===== src/rtl/spi_connect_pkg.sv =====
// Shared constants for the Petersen-graph SPI drawer: display commands, FSM states
// and the fixed edge table (vertex indices 0..4 = outer 1..5, 5..9 = inner 1_2..5_2).
package spi_connect_pkg;

  localparam logic [7:0] CMD_CASET = 8'h2A;
  localparam logic [7:0] CMD_PASET = 8'h2B;
  localparam logic [7:0] CMD_RAMWR = 8'h2C;

  localparam int         NUM_EDGES = 15;
  localparam logic [3:0] LAST_EDGE = 4'(NUM_EDGES - 1);
  localparam logic [3:0] LAST_BYTE = 4'd12;

  typedef enum logic [2:0] {
    S_IDLE,
    S_WAIT,
    S_EDGE_SETUP,
    S_PIXEL,
    S_STEP,
    S_DONE
  } state_t;

  // Pentagon, spokes, pentagram; entry 15 pads the table to a power of two.
  localparam logic [3:0] EDGE_FROM [16] = '{
    4'd0, 4'd1, 4'd2, 4'd3, 4'd4,
    4'd0, 4'd1, 4'd2, 4'd3, 4'd4,
    4'd5, 4'd7, 4'd9, 4'd6, 4'd8,
    4'd0
  };
  localparam logic [3:0] EDGE_TO [16] = '{
    4'd1, 4'd2, 4'd3, 4'd4, 4'd0,
    4'd5, 4'd6, 4'd7, 4'd8, 4'd9,
    4'd7, 4'd9, 4'd6, 4'd8, 4'd5,
    4'd0
  };

endpackage


===== src/rtl/spi_byte_tx.sv =====
// Byte serialiser: loads a byte plus its D/C flag and shifts it out MSB first, one bit
// per clock; o_done marks the final bit so the next byte can follow with no gap.
module spi_byte_tx (
  input  logic       i_clk,
  input  logic       i_rst,
  input  logic       i_load,
  input  logic [7:0] i_byte,
  input  logic       i_dc,
  output logic       o_mosi,
  output logic       o_dc,
  output logic       o_busy,
  output logic       o_done
);

  logic [7:0] shreg;
  logic [2:0] bit_cnt;

  // NOTE: sequential state uses non-blocking assignments so every register samples
  // pre-edge values, independent of statement order.
  always_ff @(posedge i_clk or posedge i_rst) begin
    if (i_rst) begin
      shreg   <= '0;
      bit_cnt <= '0;
      o_busy  <= 1'b0;
      o_dc    <= 1'b0;
    end else if (i_load) begin
      shreg   <= i_byte;
      bit_cnt <= '0;
      o_busy  <= 1'b1;
      o_dc    <= i_dc;
    end else if (o_busy) begin
      if (bit_cnt == 3'd7) begin
        o_busy <= 1'b0;          // last bit stays on the line while idle
      end else begin
        shreg   <= {shreg[6:0], 1'b0};
        bit_cnt <= bit_cnt + 3'd1;
      end
    end
  end

  assign o_mosi = shreg[7];
  assign o_done = o_busy && (bit_cnt == 3'd7);

endmodule


===== src/rtl/spi_connect.sv =====
// Petersen-graph drawer: walks 15 edges with Bresenham and streams every pixel as a
// CASET/PASET/RAMWR transaction through spi_byte_tx, with no gaps between bytes.
module spi_connect
  import spi_connect_pkg::*;
#(
  parameter int unsigned DELAY = 20,
  parameter logic [15:0] X1 = 16'd12, parameter logic [15:0] Y1 = 16'd5,
  parameter logic [15:0] X2 = 16'd23, parameter logic [15:0] Y2 = 16'd12,
  parameter logic [15:0] X3 = 16'd19, parameter logic [15:0] Y3 = 16'd25,
  parameter logic [15:0] X4 = 16'd6,  parameter logic [15:0] Y4 = 16'd25,
  parameter logic [15:0] X5 = 16'd2,  parameter logic [15:0] Y5 = 16'd12,
  parameter logic [15:0] X1_2 = 16'd12, parameter logic [15:0] Y1_2 = 16'd9,
  parameter logic [15:0] X2_2 = 16'd18, parameter logic [15:0] Y2_2 = 16'd13,
  parameter logic [15:0] X3_2 = 16'd16, parameter logic [15:0] Y3_2 = 16'd20,
  parameter logic [15:0] X4_2 = 16'd8,  parameter logic [15:0] Y4_2 = 16'd20,
  parameter logic [15:0] X5_2 = 16'd6,  parameter logic [15:0] Y5_2 = 16'd13,
  parameter logic [15:0] COLOR = 16'hFFFF
) (
  input  logic i_clk,
  input  logic i_rst,
  input  logic i_start,
  output logic o_mosi,
  output logic o_dc,
  output logic o_cs,
  output logic o_done
);

  localparam logic [15:0] VX [16] = '{X1, X2, X3, X4, X5, X1_2, X2_2, X3_2, X4_2, X5_2,
                                      16'd0, 16'd0, 16'd0, 16'd0, 16'd0, 16'd0};
  localparam logic [15:0] VY [16] = '{Y1, Y2, Y3, Y4, Y5, Y1_2, Y2_2, Y3_2, Y4_2, Y5_2,
                                      16'd0, 16'd0, 16'd0, 16'd0, 16'd0, 16'd0};

  state_t             state, state_nxt;
  logic [15:0]        wait_cnt;
  logic [3:0]         edge_idx, byte_idx;
  logic [15:0]        cur_x, cur_y, end_x, end_y;
  logic signed [16:0] dx, dy, err;          // dx = |dx|, dy = -|dy|
  logic               x_neg, y_neg;

  logic               tx_load, tx_busy, tx_done, tx_dc;
  logic [7:0]         tx_byte;

  logic [15:0]        from_x, from_y, to_x, to_y;
  logic signed [16:0] diff_x, diff_y, abs_x, abs_y;
  logic signed [17:0] e2, dx_ext, dy_ext;
  logic               move_x, move_y, edge_end, last_edge, start_ok;

  always_comb begin
    from_x   = VX[EDGE_FROM[edge_idx]];
    from_y   = VY[EDGE_FROM[edge_idx]];
    to_x     = VX[EDGE_TO[edge_idx]];
    to_y     = VY[EDGE_TO[edge_idx]];
    diff_x   = $signed({1'b0, to_x}) - $signed({1'b0, from_x});
    diff_y   = $signed({1'b0, to_y}) - $signed({1'b0, from_y});
    abs_x    = diff_x[16] ? -diff_x : diff_x;
    abs_y    = diff_y[16] ? -diff_y : diff_y;
    e2       = {err, 1'b0};
    dx_ext   = {dx[16], dx};
    dy_ext   = {dy[16], dy};
    move_x   = (e2 >= dy_ext);
    move_y   = (e2 <= dx_ext);
    edge_end = (cur_x == end_x) && (cur_y == end_y);
    last_edge = (edge_idx == LAST_EDGE);
    start_ok = i_start && ((state == S_IDLE) || (state == S_DONE));
  end

  always_ff @(posedge i_clk or posedge i_rst) begin
    if (i_rst) state <= S_IDLE;
    else       state <= state_nxt;
  end

  // NOTE: the default assignment first keeps this block purely combinational; a path
  // that leaves state_nxt unassigned would infer a latch.
  always_comb begin
    state_nxt = state;
    unique case (state)
      S_IDLE:       if (start_ok) state_nxt = S_WAIT;
      S_WAIT:       if (wait_cnt == 16'(DELAY - 1)) state_nxt = S_EDGE_SETUP;
      S_EDGE_SETUP: state_nxt = S_PIXEL;
      S_PIXEL:      if (tx_load && byte_idx == LAST_BYTE) state_nxt = S_STEP;
      S_STEP: begin
        if (!edge_end)      state_nxt = S_PIXEL;
        else if (!last_edge) state_nxt = S_EDGE_SETUP;
        else if (!tx_busy)  state_nxt = S_DONE;
      end
      S_DONE:       if (start_ok) state_nxt = S_WAIT;
      default:      state_nxt = S_IDLE;
    endcase
  end

  always_comb begin
    tx_load = (state == S_PIXEL) && (!tx_busy || tx_done);
    tx_dc   = 1'b1;
    unique case (byte_idx)
      4'd0:       begin tx_byte = CMD_CASET; tx_dc = 1'b0; end
      4'd1, 4'd3: tx_byte = cur_x[15:8];
      4'd2, 4'd4: tx_byte = cur_x[7:0];
      4'd5:       begin tx_byte = CMD_PASET; tx_dc = 1'b0; end
      4'd6, 4'd8: tx_byte = cur_y[15:8];
      4'd7, 4'd9: tx_byte = cur_y[7:0];
      4'd10:      begin tx_byte = CMD_RAMWR; tx_dc = 1'b0; end
      4'd11:      tx_byte = COLOR[15:8];
      default:    tx_byte = COLOR[7:0];
    endcase
    o_done = (state == S_DONE);
    o_cs   = ~tx_busy;
  end

  // Coordinates step while the final colour byte is still shifting out.
  always_ff @(posedge i_clk or posedge i_rst) begin
    if (i_rst) begin
      wait_cnt <= '0;
      edge_idx <= '0;
      byte_idx <= '0;
      cur_x    <= '0;
      cur_y    <= '0;
      end_x    <= '0;
      end_y    <= '0;
      dx       <= '0;
      dy       <= '0;
      err      <= '0;
      x_neg    <= 1'b0;
      y_neg    <= 1'b0;
    end else begin
      unique case (state)
        S_IDLE, S_DONE: if (start_ok) begin
          wait_cnt <= '0;
          edge_idx <= '0;
          byte_idx <= '0;
        end
        S_WAIT: wait_cnt <= wait_cnt + 16'd1;
        S_EDGE_SETUP: begin
          cur_x <= from_x;
          cur_y <= from_y;
          end_x <= to_x;
          end_y <= to_y;
          dx    <= abs_x;
          dy    <= -abs_y;
          err   <= abs_x - abs_y;
          x_neg <= diff_x[16];
          y_neg <= diff_y[16];
        end
        S_PIXEL: if (tx_load) byte_idx <= (byte_idx == LAST_BYTE) ? 4'd0 : byte_idx + 4'd1;
        S_STEP: begin
          if (!edge_end) begin
            if (move_x) cur_x <= x_neg ? cur_x - 16'd1 : cur_x + 16'd1;
            if (move_y) cur_y <= y_neg ? cur_y - 16'd1 : cur_y + 16'd1;
            err <= err + (move_x ? dy : 17'sd0) + (move_y ? dx : 17'sd0);
          end else if (!last_edge) begin
            edge_idx <= edge_idx + 4'd1;
          end
        end
        default: ;
      endcase
    end
  end

  spi_byte_tx u_tx (
    .i_clk  (i_clk),
    .i_rst  (i_rst),
    .i_load (tx_load),
    .i_byte (tx_byte),
    .i_dc   (tx_dc),
    .o_mosi (o_mosi),
    .o_dc   (o_dc),
    .o_busy (tx_busy),
    .o_done (tx_done)
  );

endmodule


===== config.mk =====
export PLATFORM = sky130hd
export DESIGN_NAME = spi_connect
export DESIGN_NICKNAME = d
export VERILOG_FILES = /design/src/rtl/spi_connect_pkg.sv /design/src/rtl/spi_byte_tx.sv /design/src/rtl/spi_connect.sv
export SDC_FILE = /design/constraint.sdc
export NUM_CORES = 1
export LEC_CHECK = 0
export BUFFER_PORTS_ARGS = -buffer_cell sky130_fd_sc_hd__buf_2
export CELL_PAD_IN_SITES_DETAIL_PLACEMENT = 1
export CELL_PAD_IN_SITES_GLOBAL_PLACEMENT = 2
export CORE_UTILIZATION = 44
export DETAILED_ROUTE_END_ITERATION = 10
export GPL_ROUTABILITY_DRIVEN = 0
export PLACE_DENSITY = 0.92
export SLEW_MARGIN = 15
export SYNTH_ARGS = -nofsm -noshare
export SYNTH_HDL_FRONTEND = slang
export SYNTH_SLANG_ARGS = --single-unit

===== constraint.sdc =====
create_clock -name i_clk -period 13.4 [get_ports i_clk]
set_input_delay 1.34 -clock i_clk [delete_from_list [all_inputs] [get_ports i_clk]]
set_output_delay 1.34 -clock i_clk [all_outputs]
set_load 0.005 [all_outputs]

* After elaboration in Yosys (flattened, before gate mapping) *
Memory sizes are Yosys's and may differ from the RTL's.
Index checks and enable logic that the tools add are counted.

operators by class
  muxes and demuxes = 53
  eq/ne operators = 32
  $lt $le $gt $ge = 5
  reductions and logical operators = 29
  add/sub/neg operators = 16
  bitwise gates (word level) = 4

operators with widths
  cell                   count
  $mux 16                15
  $pmux 16 s2            3
  $mux 17                5
  $pmux 8 s7             1
  $neg 17->17            3
  $add 16x1->16 const B  3
  $mux 4                 9
  $add 17x17->17         2
  $pmux 17 s2            1
  $sub 16x16->17         2
  $eq 16x16->1           2
  $sub 16x1->16 const B  2
  $mux 3                 9
  $mux 8                 3
  $eq 4x4->1 const B     5
  $ge 18x17->1           1
  $le 18x17->1           1
  $ne 2x2->1 const B     9
  $sub 17x17->17         1
  $eq 16x5->1 const B    1
  $eq 4x3->1 const B     4
  $pmux 4 s2             2
  $ge 5x5->1 const B     3
  $not 4->5              3
  23 further kinds       49

storage, ports and cells
  memory bits (read-only) = 1152
  output and inout bits = 4
  word-level logic and storage cells = 162
  input bits = 3
  memories kept = 6
  register bits after elaboration = 157

memory list
  name             words  bits a word  read ports  clocked after memory_dff  wr ports  line               text
  (no name shown)  16     16           1           0                         0         spi_connect.sv:52  to_y = VY[EDGE_TO[edge_idx]];
  (no name shown)  16     16           1           0                         0         spi_connect.sv:51  to_x = VX[EDGE_TO[edge_idx]];
  (no name shown)  16     16           1           0                         0         spi_connect.sv:50  from_y = VY[EDGE_FROM[edge_idx]];
  (no name shown)  16     16           1           0                         0         spi_connect.sv:49  from_x = VX[EDGE_FROM[edge_idx]];
  (no name shown)  16     4            1           0                         0         spi_connect.sv:52
  (no name shown)  16     4            1           0                         0         spi_connect.sv:50

* Logic depth before layout (Yosys ltp) *
Gate-level depths: netlist (run 1).

  depth after elaboration = 13
  mapped depth = 28
  gate-level depth less buffers = 27

* Hierarchy *
A second synthesis (run 1) with hierarchy kept.

unflattened totals
  cells, all modules = 1409
  area, all modules = 11806.3 um2

by module, submodules not included
  module       times used  sequential area each (um2)  area an instance (um2)  cells an instance
  spi_connect  1           3002.9                      11202.0                 1356
  spi_byte_tx  1           325.3                       604.3                   53

* Least setup slack after synthesis (run 1) *
Ideal clock, no wire load.

  path kind = flip-flop to flip-flop
  from = register edge_idx[1]
  to = register err[13]
  stages on the path, launching flop included = 24
  setup time = 0.104 ns
  path buffers = 1
  setup slack = 7.638 ns
  period minus slack after synthesis = 5.762 ns
  arrival = 5.658 ns
  data required time = 13.296 ns
  cells stage by stage = dfrtp_1 clkbuf_1 inv_1 ha_1 inv_1 mux4_2 a211oi_1 ha_1 inv_1 fa_1 a21o_1 a21o_1 fa_1 nor3b_1 a31oi_1 o21bai_1 mux2i_1 inv_1 ha_1 or3_1 o31ai_1 o21ai_0 xnor2_1 a221oi_1

on the way
  cells in the longest elaborated chain, start to end = 13
  elaborated cells between the ends (all ways) = 29
  classes of those cells = 5 x add/sub; 15 x mux; 3 x bitwise; 6 x memory

RTL lines
  item                                     line                                  text
  start, declared                          spi_connect.sv:35                     logic [3:0] edge_idx, byte_idx;
  start signal, assigned                   spi_connect.sv:150                    edge_idx <= edge_idx + 4'd1;
  $not 4->5 (implied by the code) (*)      spi_connect.sv:49, spi_connect.sv:51
  $mem_v2 16x4 (on tied branches)          --
  $mux 4 (on tied branches) (2 in a row)   spi_connect.sv:52, spi_connect.sv:50
  $not 4->5 (on tied branches)             spi_connect.sv:52, spi_connect.sv:50
  $mem_v2 16x16 (on tied branches)         --
  $mux 16 (on tied branches) (2 in a row)  spi_connect.sv:51, spi_connect.sv:49
  $sub 16x16->17 (*)                       spi_connect.sv:53                     diff_x = $signed({1'b0, to_x}) - $signed({1'b0, from_x});
  $neg 17->17                              spi_connect.sv:55                     abs_x = diff_x[16] ? -diff_x : diff_x;
  $mux 17 (*)                              spi_connect.sv:55
  net abs_x[9]                             spi_connect.sv:44                     logic signed [16:0] diff_x, diff_y, abs_x, abs_y;
  $sub 17x17->17 (*)                       spi_connect.sv:139                    err <= abs_x - abs_y;
  $pmux 17 s2 (*)                          spi_connect.sv:125                    unique case (state)
  end signal, assigned                     spi_connect.sv:139
  end signal, assigned                     spi_connect.sv:148                    err <= err + (move_x ? dy : 17'sd0) + (move_y ? dx : 17'sd0);
  end, declared                            spi_connect.sv:37                     logic signed [16:0] dx, dy, err;

The timed path passes the listed nets; every way through them passes the cells marked *. The select of a mux whose other input is x is not followed.
A chain may end at the register's enable or synchronous reset.

* Worst setup path in the final report (run 1) *
  from = register edge_idx[0]
  to = register err[16]

on the way
  cells in the longest elaborated chain, start to end = 13
  elaborated cells between the ends (all ways) = 29
  classes of those cells = 5 x add/sub; 15 x mux; 3 x bitwise; 6 x memory

RTL lines
  item                                     line
  $not 4->5 (implied by the code) (*)      --
  $mem_v2 16x4 (on tied branches)          --
  $mux 4 (on tied branches) (2 in a row)   spi_connect.sv:52, spi_connect.sv:50
  $not 4->5 (on tied branches)             spi_connect.sv:52, spi_connect.sv:50
  $mem_v2 16x16 (on tied branches)         --
  $mux 16 (on tied branches) (2 in a row)  --
  $sub 16x16->17 (on tied branches)        spi_connect.sv:53, spi_connect.sv:54
  $neg 17->17 (on tied branches)           spi_connect.sv:55, spi_connect.sv:56
  $mux 17 (on tied branches)               spi_connect.sv:55, spi_connect.sv:56
  $sub 17x17->17 (*)                       spi_connect.sv:139
  $pmux 17 s2 (*)                          spi_connect.sv:125

Every way passes the cells marked *; elsewhere a longest branch is shown, timed or not. The select of a mux whose other input is x is not followed.

==> flow_metrics.env, run 1 <==
export IMPL_grt_max_degree=74
export IMPL_tritoncts="yes"
export IMPL_fin_crit_sh_pct=49.5
export IMPL_worstPathRequired_ns=13.72
export IMPL_htree_levels=4
export IMPL_timing_critical_path_fanout_max=14
export IMPL_cts_num_sinks=133
export IMPL_yosysSeqAreaShare_pct=28.2
export IMPL_synth_fp_nets=1560
export IMPL_finalNonFillerCells=1742
export IMPL_io_pins=7
export IMPL_yosys_warnings=0
export IMPL_insertedDiodeCount=0
export IMPL_gr_total_overflow=0
export IMPL_clock_skew_ns=0.0179
export IMPL_arrival_ns=6.94
export IMPL_hp_class="register to register"
export IMPL_synth_ff_type="dfrtp_1"
export IMPL_crit_chain="inv_1 -> ha_1 -> nand2b_1 -> a21oi_1 -> a21oi_1 -> nand2_1 -> a21oi_1 -> nor2_1 -> a21oi_1 -> ha_1 -> inv_1 -> a21oi_1 -> o21bai_1 -> fa_1 -> mux2i_1 -> fa_1 -> a211o_1 -> a21oi_1 -> o21ai_0 -> a41oi_1 -> a211o_1 -> o31a_1 -> nor3_1 -> nor3_1"
export IMPL_rows=59
export IMPL_fp_dieW_um=166
export IMPL_num_vias=10515
export IMPL_synth_top_cell_by_area="dfrtp_1"
export IMPL_cap_violations=0
export IMPL_max_slew_margin_pct=36.9
export IMPL_hold_violations=0
export IMPL_dp_cells=1710
export IMPL_synth_top_cell_area_share_pct=28.2
export IMPL_die_y_um=166
export IMPL_slowest_stage="mux2i_1"
export IMPL_clk_latency_ns=0.45
export IMPL_io_buffers=6
export IMPL_max_freq_ghz=0.151
export IMPL_powerDensity_mw_per_mm2=105
export IMPL_nets=1543
export IMPL_syn_area_per_cell_um2=8.36
export IMPL_grt_usage_pct=27.4
export IMPL_clk_path_buf_depth=2
export IMPL_yosys_top_cells_count="nand2_1, dfrtp_1, ha_1, o21ai_0, nor2_1"
export IMPL_utilization_pct=48.5
export IMPL_dieArea_mm2=0.0275
export IMPL_layout_drive_gt1_share_pct=5.97
export IMPL_yosysUniqueCellTypes=80
export IMPL_rsz0062_at_grt="false"
export IMPL_finalSetupViolCount=0
export IMPL_routedWlPerCell_um=20.7
export IMPL_numCtsBuffers=17
export IMPL_area_growth_pct=7.77
export IMPL_synth_edf_count=0
export IMPL_fin_tns_setup_ns=0
export IMPL_slew_violations=0
export IMPL_drt_pass1_iterations=4
export IMPL_clk_pin_slew_ns=0.08
export IMPL_antenna_found_initial=0
export IMPL_syn_inst=1411
export IMPL_totalWireLength_um=36100
export IMPL_grt_pass1_wl_um=59900
export IMPL_fillers=3133
export IMPL_synth_seq_cells=133
export IMPL_vdd_drop_max_mv=0.0893
export IMPL_cp_start_kind="register"
export IMPL_drc=0
export IMPL_cpPeakStageDelay_ns=0.71
export IMPL_crit_path_end_kind="register"
export IMPL_grt_pass1_vias=11119
export IMPL_synth_area_mm2=0.0118
export IMPL_async_flop_share_pct=100
export IMPL_coreArea_mm2=0.0262
export IMPL_drtIter0Drc=559
export IMPL_outcome="completed"
export IMPL_dp_hpwl_um=26600
export IMPL_power_leakage_nw=5.79
export IMPL_cts_resized=0
export IMPL_synth_most_common_cell="nand2_1"
export IMPL_ctsHoldBuffers=0
export IMPL_start_util_pct=45.0
export IMPL_antenna_left=0
export IMPL_cts_root_buf="clkbuf_16"
export IMPL_post_cts_buffers=0
export IMPL_worst_pin_slew_ns=0.938
export IMPL_path_class="register to register"
export IMPL_ys_top_cells_by_area="dfrtp_1, ha_1, o21ai_0"
export IMPL_via_per_inst=6.04
export IMPL_crit_path_frequent_cell="a21oi_1"
export IMPL_fin_crit_ns=6.63
==> layer usage <==
layer / track usage (%) / up-vias / part of all wire (%) / wire length, um
met4: 9.75 / 0 / 2.5 / 918
met2: 46.8 / 155 / 48 / 17400
met1: 35.8 / 5230 / 46 / 16800
met3: 2.94 / 60 / 2.7 / 989
li1: - / 5070 / - / -
met5: 0 / - / 0 / 0
==> area by class of cell <==
cell class | instances | area, um^2 | area share (%)
Multi-Input combinational cell | 1138 | 7940 | 62.4
Inverter | 89 | 339 | 2.67
Sequential cell | 133 | 3330 | 26.2
Clock inverter | 15 | 163 | 1.28
Tap cell | 335 | 419 | 3.30
Clock buffer | 17 | 425 | 3.35
Timing Repair Buffer | 15 | 97.6 | 0.768
==> layout by cell type, fill, tap and decap left out, types with 22 or more instances in the layout <==
| master | n |
|---|---|
| fa_1 | 24 |
| inv_1 | 88 |
| ha_1 | 122 |
| and3_1 | 30 |
| xor2_1 | 26 |
| a31oi_1 | 41 |
| nand2b_1 | 22 |
| nand3_1 | 56 |
| o21ai_0 | 122 |
| nand2_1 | 149 |
| nor2_1 | 90 |
| a21oi_1 | 85 |
| xnor2_1 | 51 |
| a21o_1 | 22 |
| nor3_1 | 28 |
| dfrtp_1 | 133 |
==> cells by family after synthesis <==
group	after synthesis	synth area share, %
flops	133	28.2
compound gates	421	22.7
xor+xnor	77	5.72
buf+inv	140	4.61
mux	21	2.10
other cells	2	0.0637
fa+ha+maj	147	17.1
simple gates	470	19.5
==> report_power, final <==
part	switching [mW]	total, mW	internal (mW)	leakage [nW]
Sequential	0.00109	0.403	0.402	1.78
Clock	0.226	0.491	0.265	0.289
Combinational	0.272	0.443	0.171	3.72
Total	0.499	1.34	0.837	5.79
==> worst max-delay path: cells and delay by family, from the launching register on <==
| family | cells | cell delay [ns] |
|---|---|---|
| simple gates | 5 | 0.58 |
| buf+inv | 2 | 0.30 |
| fa+ha+maj | 4 | 1.64 |
| compound gates | 12 | 2.69 |
| mux | 1 | 0.71 |
| flops | 1 | 0.55 |
==> through the flow <==
stage                     hold slack (ns)  worst slack [ns]  area, um^2  power [mW]
after floorplan                     0.445              7.64       11800       0.734
after global placement              0.464              7.23       12100       0.827
final                               0.485              6.77       12700        1.34
after global routing                0.528              6.34       12700        1.40
after CTS                           0.494              6.82       12700        1.34
after detailed placement            0.462              6.96       12100       0.840
==> flip-flops by register name, summed over array words and instances (netlist names) <==
register and cells:
u_tx.bit_cnt 3, x_neg 1, wait_cnt 16, dy 17
end_y 4, cur_x 16, dx 16, byte_idx 4
cur_y 16, edge_idx 4, end_x 5, y_neg 1
u_tx.shreg 8, state 3, u_tx.o_dc 1, u_tx.o_busy 1
err 17
==> worst paths after layout <==
kind	endpoint	slack, ns	from	depth (start not counted)
worst min-delay path	u_tx.shreg[3]	0.49	u_tx.shreg[2]	2
worst min register to register	u_tx.shreg[3]	0.49	u_tx.shreg[2]	2
worst max-delay path	err[16]	6.77	edge_idx[0]	24
min in group asynchronous	dy[16]	1.02	i_rst	2
worst max register to register	err[16]	6.77	edge_idx[0]	24
max in group asynchronous	dy[3]	11.01	i_rst	3
(Power assumes the default switching activity.)
==> inputs of run 2 (changes only) <==
ABC_AREA = 1   (was unset)
CORE_UTILIZATION = 39   (was 44)
PLACE_DENSITY = 0.88   (was 0.92)
clock period = 6.1 ns   (was 13.4 ns; I/O delays follow)
==> run 2 against run 1 <==
  * Routed wire length increased by 3.3%
  * Critical path type unchanged
  * Combinational power is 54% lower
  * Largest cell class unchanged
  * Clock skew hardly changed
==> flow_metrics.env, run 2 <==
export IMPL_outcome="completed"
export IMPL_drc=0
export IMPL_synth_seq_cells=133
export IMPL_reg_top3="dy: 17 flops, err: 17 flops"
export IMPL_clk_latency_ns=0.45
export IMPL_hold_violations=0
export IMPL_synth_top_family_by_area="simple AND/OR/NAND/NOR gates"
export IMPL_dp_hpwl_um=28800
export IMPL_coreArea_mm2=0.0297
export IMPL_multiInputGateArea_mm2=0.00746
export IMPL_final_cell_mix="nand2_1, inv_1, dfrtp_1"
export IMPL_syn_inst=1632
export IMPL_rr_startpoint="edge_idx[1]"
export IMPL_clk_pin_slew_ns=0.08
export IMPL_synth_top_cell_by_area="dfrtp_1"
export IMPL_muxShareOfSynthArea_pct=0.170
export IMPL_ctsHoldBuffers=0
export IMPL_yosys_top_cells_count="nand2_1, inv_1, dfrtp_1"
export IMPL_synth_compound_area_share_pct=18.1
export IMPL_reg2reg_setup_slack_ns=0.47
export IMPL_path_class="register to register"
export IMPL_crit_path_frequent_cell="nand2_1"
export IMPL_grt_pass1_vias=11545
export IMPL_cts_root_buf="clkbuf_16"
export IMPL_synth_fp_nets=1781
export IMPL_start_util_pct=39.7
export IMPL_drt_pass1_iterations=7
export IMPL_worst_pin_slew_ns=0.962
export IMPL_cap_violations=0
export IMPL_yosysSeqAreaShare_pct=28.2
export IMPL_vdd_drop_max_mv=0.217
export IMPL_synthXorXnorAreaFrac_pct=3.54
export IMPL_synth_edf_count=0
export IMPL_antenna_left=0
export IMPL_insertedDiodeCount=0
export IMPL_htree_levels=4
export IMPL_fillers=3740
export IMPL_crit_start="edge_idx[1]"
export IMPL_worstPathRequired_ns=6.43
export IMPL_grt_pass1_wl_um=61000
export IMPL_synth_adder_area_share_pct=17.0
export IMPL_antenna_found_initial=0
export IMPL_fin_tns_setup_ns=0
export IMPL_reg2reg_to="err[14]"
export IMPL_endpoint="err[14]"
export IMPL_final_common_cell="nand2_1"
export IMPL_syn_area_per_cell_um2=7.23
export IMPL_hold_worst_slack_ns=0.375
export IMPL_nets=1789
export IMPL_synth_most_common_cell="nand2_1"
export IMPL_power_leakage_nw=6.48
export IMPL_synth_area_mm2=0.0118
export IMPL_ys_top_cells_by_area="dfrtp_1, ha_1, nand2_1"
export IMPL_io_pins=7
export IMPL_powerDensity_mw_per_mm2=166
export IMPL_synth_ff_type="dfrtp_1"
export IMPL_power_mw=2.15
export IMPL_regArea_mm2=0.00333
export IMPL_finalSetupViolCount=0
export IMPL_fin_crit_ns=5.63
export IMPL_gr_total_overflow=0
export IMPL_drtIter0Drc=523
export IMPL_fp_dieW_um=176
export IMPL_yosysUniqueCellTypes=61
export IMPL_clk_path_buf_depth=2
export IMPL_async_flop_share_pct=100
export IMPL_io_buffers=6
export IMPL_rr_worst_depth=39
export IMPL_clock_skew_ns=0.0177
export IMPL_totalWireLength_um=37300
export IMPL_synth_top_cell_area_share_pct=28.2
export IMPL_cp_start_kind="register"
export IMPL_fin_crit_sh_pct=92.4
export IMPL_dieArea_mm2=0.0309
export IMPL_crit_path_end_kind="register"
export IMPL_max_freq_ghz=0.177
export IMPL_die_y_um=176
export IMPL_numCtsBuffers=17
export IMPL_utilization_pct=43.4
export IMPL_tritoncts="yes"
export IMPL_arrival_ns=5.97
export IMPL_slew_violations=0
export IMPL_cpPeakStageDelay_ns=0.46
export IMPL_cts_num_sinks=133
export IMPL_grt_max_degree=98
export IMPL_hp_class="input pin to async pin"
export IMPL_via_per_inst=5.40
export IMPL_timing_critical_path_fanout_max=7
export IMPL_max_slew_margin_pct=35.9
export IMPL_area_growth_pct=9.41
export IMPL_yosys_warnings=0
export IMPL_slowest_stage="dfrtp_2"
export IMPL_layout_drive_gt1_share_pct=7.86
export IMPL_routedWlPerCell_um=18.3
export IMPL_yosys_area_share_simple_pct=23.8
export IMPL_num_vias=11026
export IMPL_rows=63
export IMPL_grt_usage_pct=25.1
run 2: layout make-up:
cell class,instances,share of cell area [%]
clock buffer,17,3.30
sequential,133,25.8
inverter,241,7.07
clock inverter,15,1.17
tap,390,3.78
multi-input combinational,1227,57.8
timing repair buffer,20,1.05
run 2: timing repair:
action                                 in CTS  in global routing
setup endpoints to repair                   1                 10
gates resized for setup                     1                 19
endpoints found under the hold margin       0                  0
pin swaps                                   0                  2
setup buffers                               0                  4
run 2: stage by stage:
step           instance area (um^2)  setup WS, ns  instances
2_1_floorplan                 11800         0.749       1632
4_1_cts                       12800        0.0213       2039
6_report                      12900         0.465       2043
5_1_grt                       12900       -0.0258       2043
3_5_place_dp                  12200         0.183       2007
3_3_place_gp                  12200         0.285       2007
run 2: routing by layer:
layer	wire, um	track usage (%)	vias to the layer above
met3	938	3.40	38
met2	17400	41.7	145
met1	18300	34.0	5405
met5	0	0	-
li1	-	-	5438
met4	676	6.96	0
run 2: cell families after synthesis:
| family | Yosys count |
|---|---|
| simple gates | 662 |
| compound gates | 369 |
| buf+inv | 272 |
| fa+ha+maj | 146 |
| flops | 133 |
| xor+xnor | 46 |
| other cells | 2 |
| mux | 2 |
run 2: worst max-delay path, delay by kind of cell (launching register included):
kind / cells / cell delay (ns)
compound gates: 3 / 0.40
xor+xnor: 1 / 0.19
fa+ha+maj: 4 / 1.33
buf+inv: 5 / 0.51
flops: 1 / 0.46
simple gates: 26 / 2.64
run 2: worst min path at each step:
stage,start,endpoint,slack [ns],cells past startpoint
after detailed placement,u_tx.o_dc,u_tx.o_dc,0.47,2
after CTS,i_rst,wait_cnt[5],0.44,2
after global placement,u_tx.o_dc,u_tx.o_dc,0.46,2
after floorplan,wait_cnt[15],wait_cnt[15],0.45,1
after global routing,i_rst,dx[16],0.46,2
final,i_rst,wait_cnt[5],0.38,2
run 2: where the power goes:
group / leakage, nW / switching, mW / internal (mW) / total, mW
logic: 4.60 / 0.139 / 0.0648 / 0.204
clock network: 0.274 / 0.476 / 0.571 / 1.05
registers: 1.61 / 0.0102 / 0.885 / 0.895
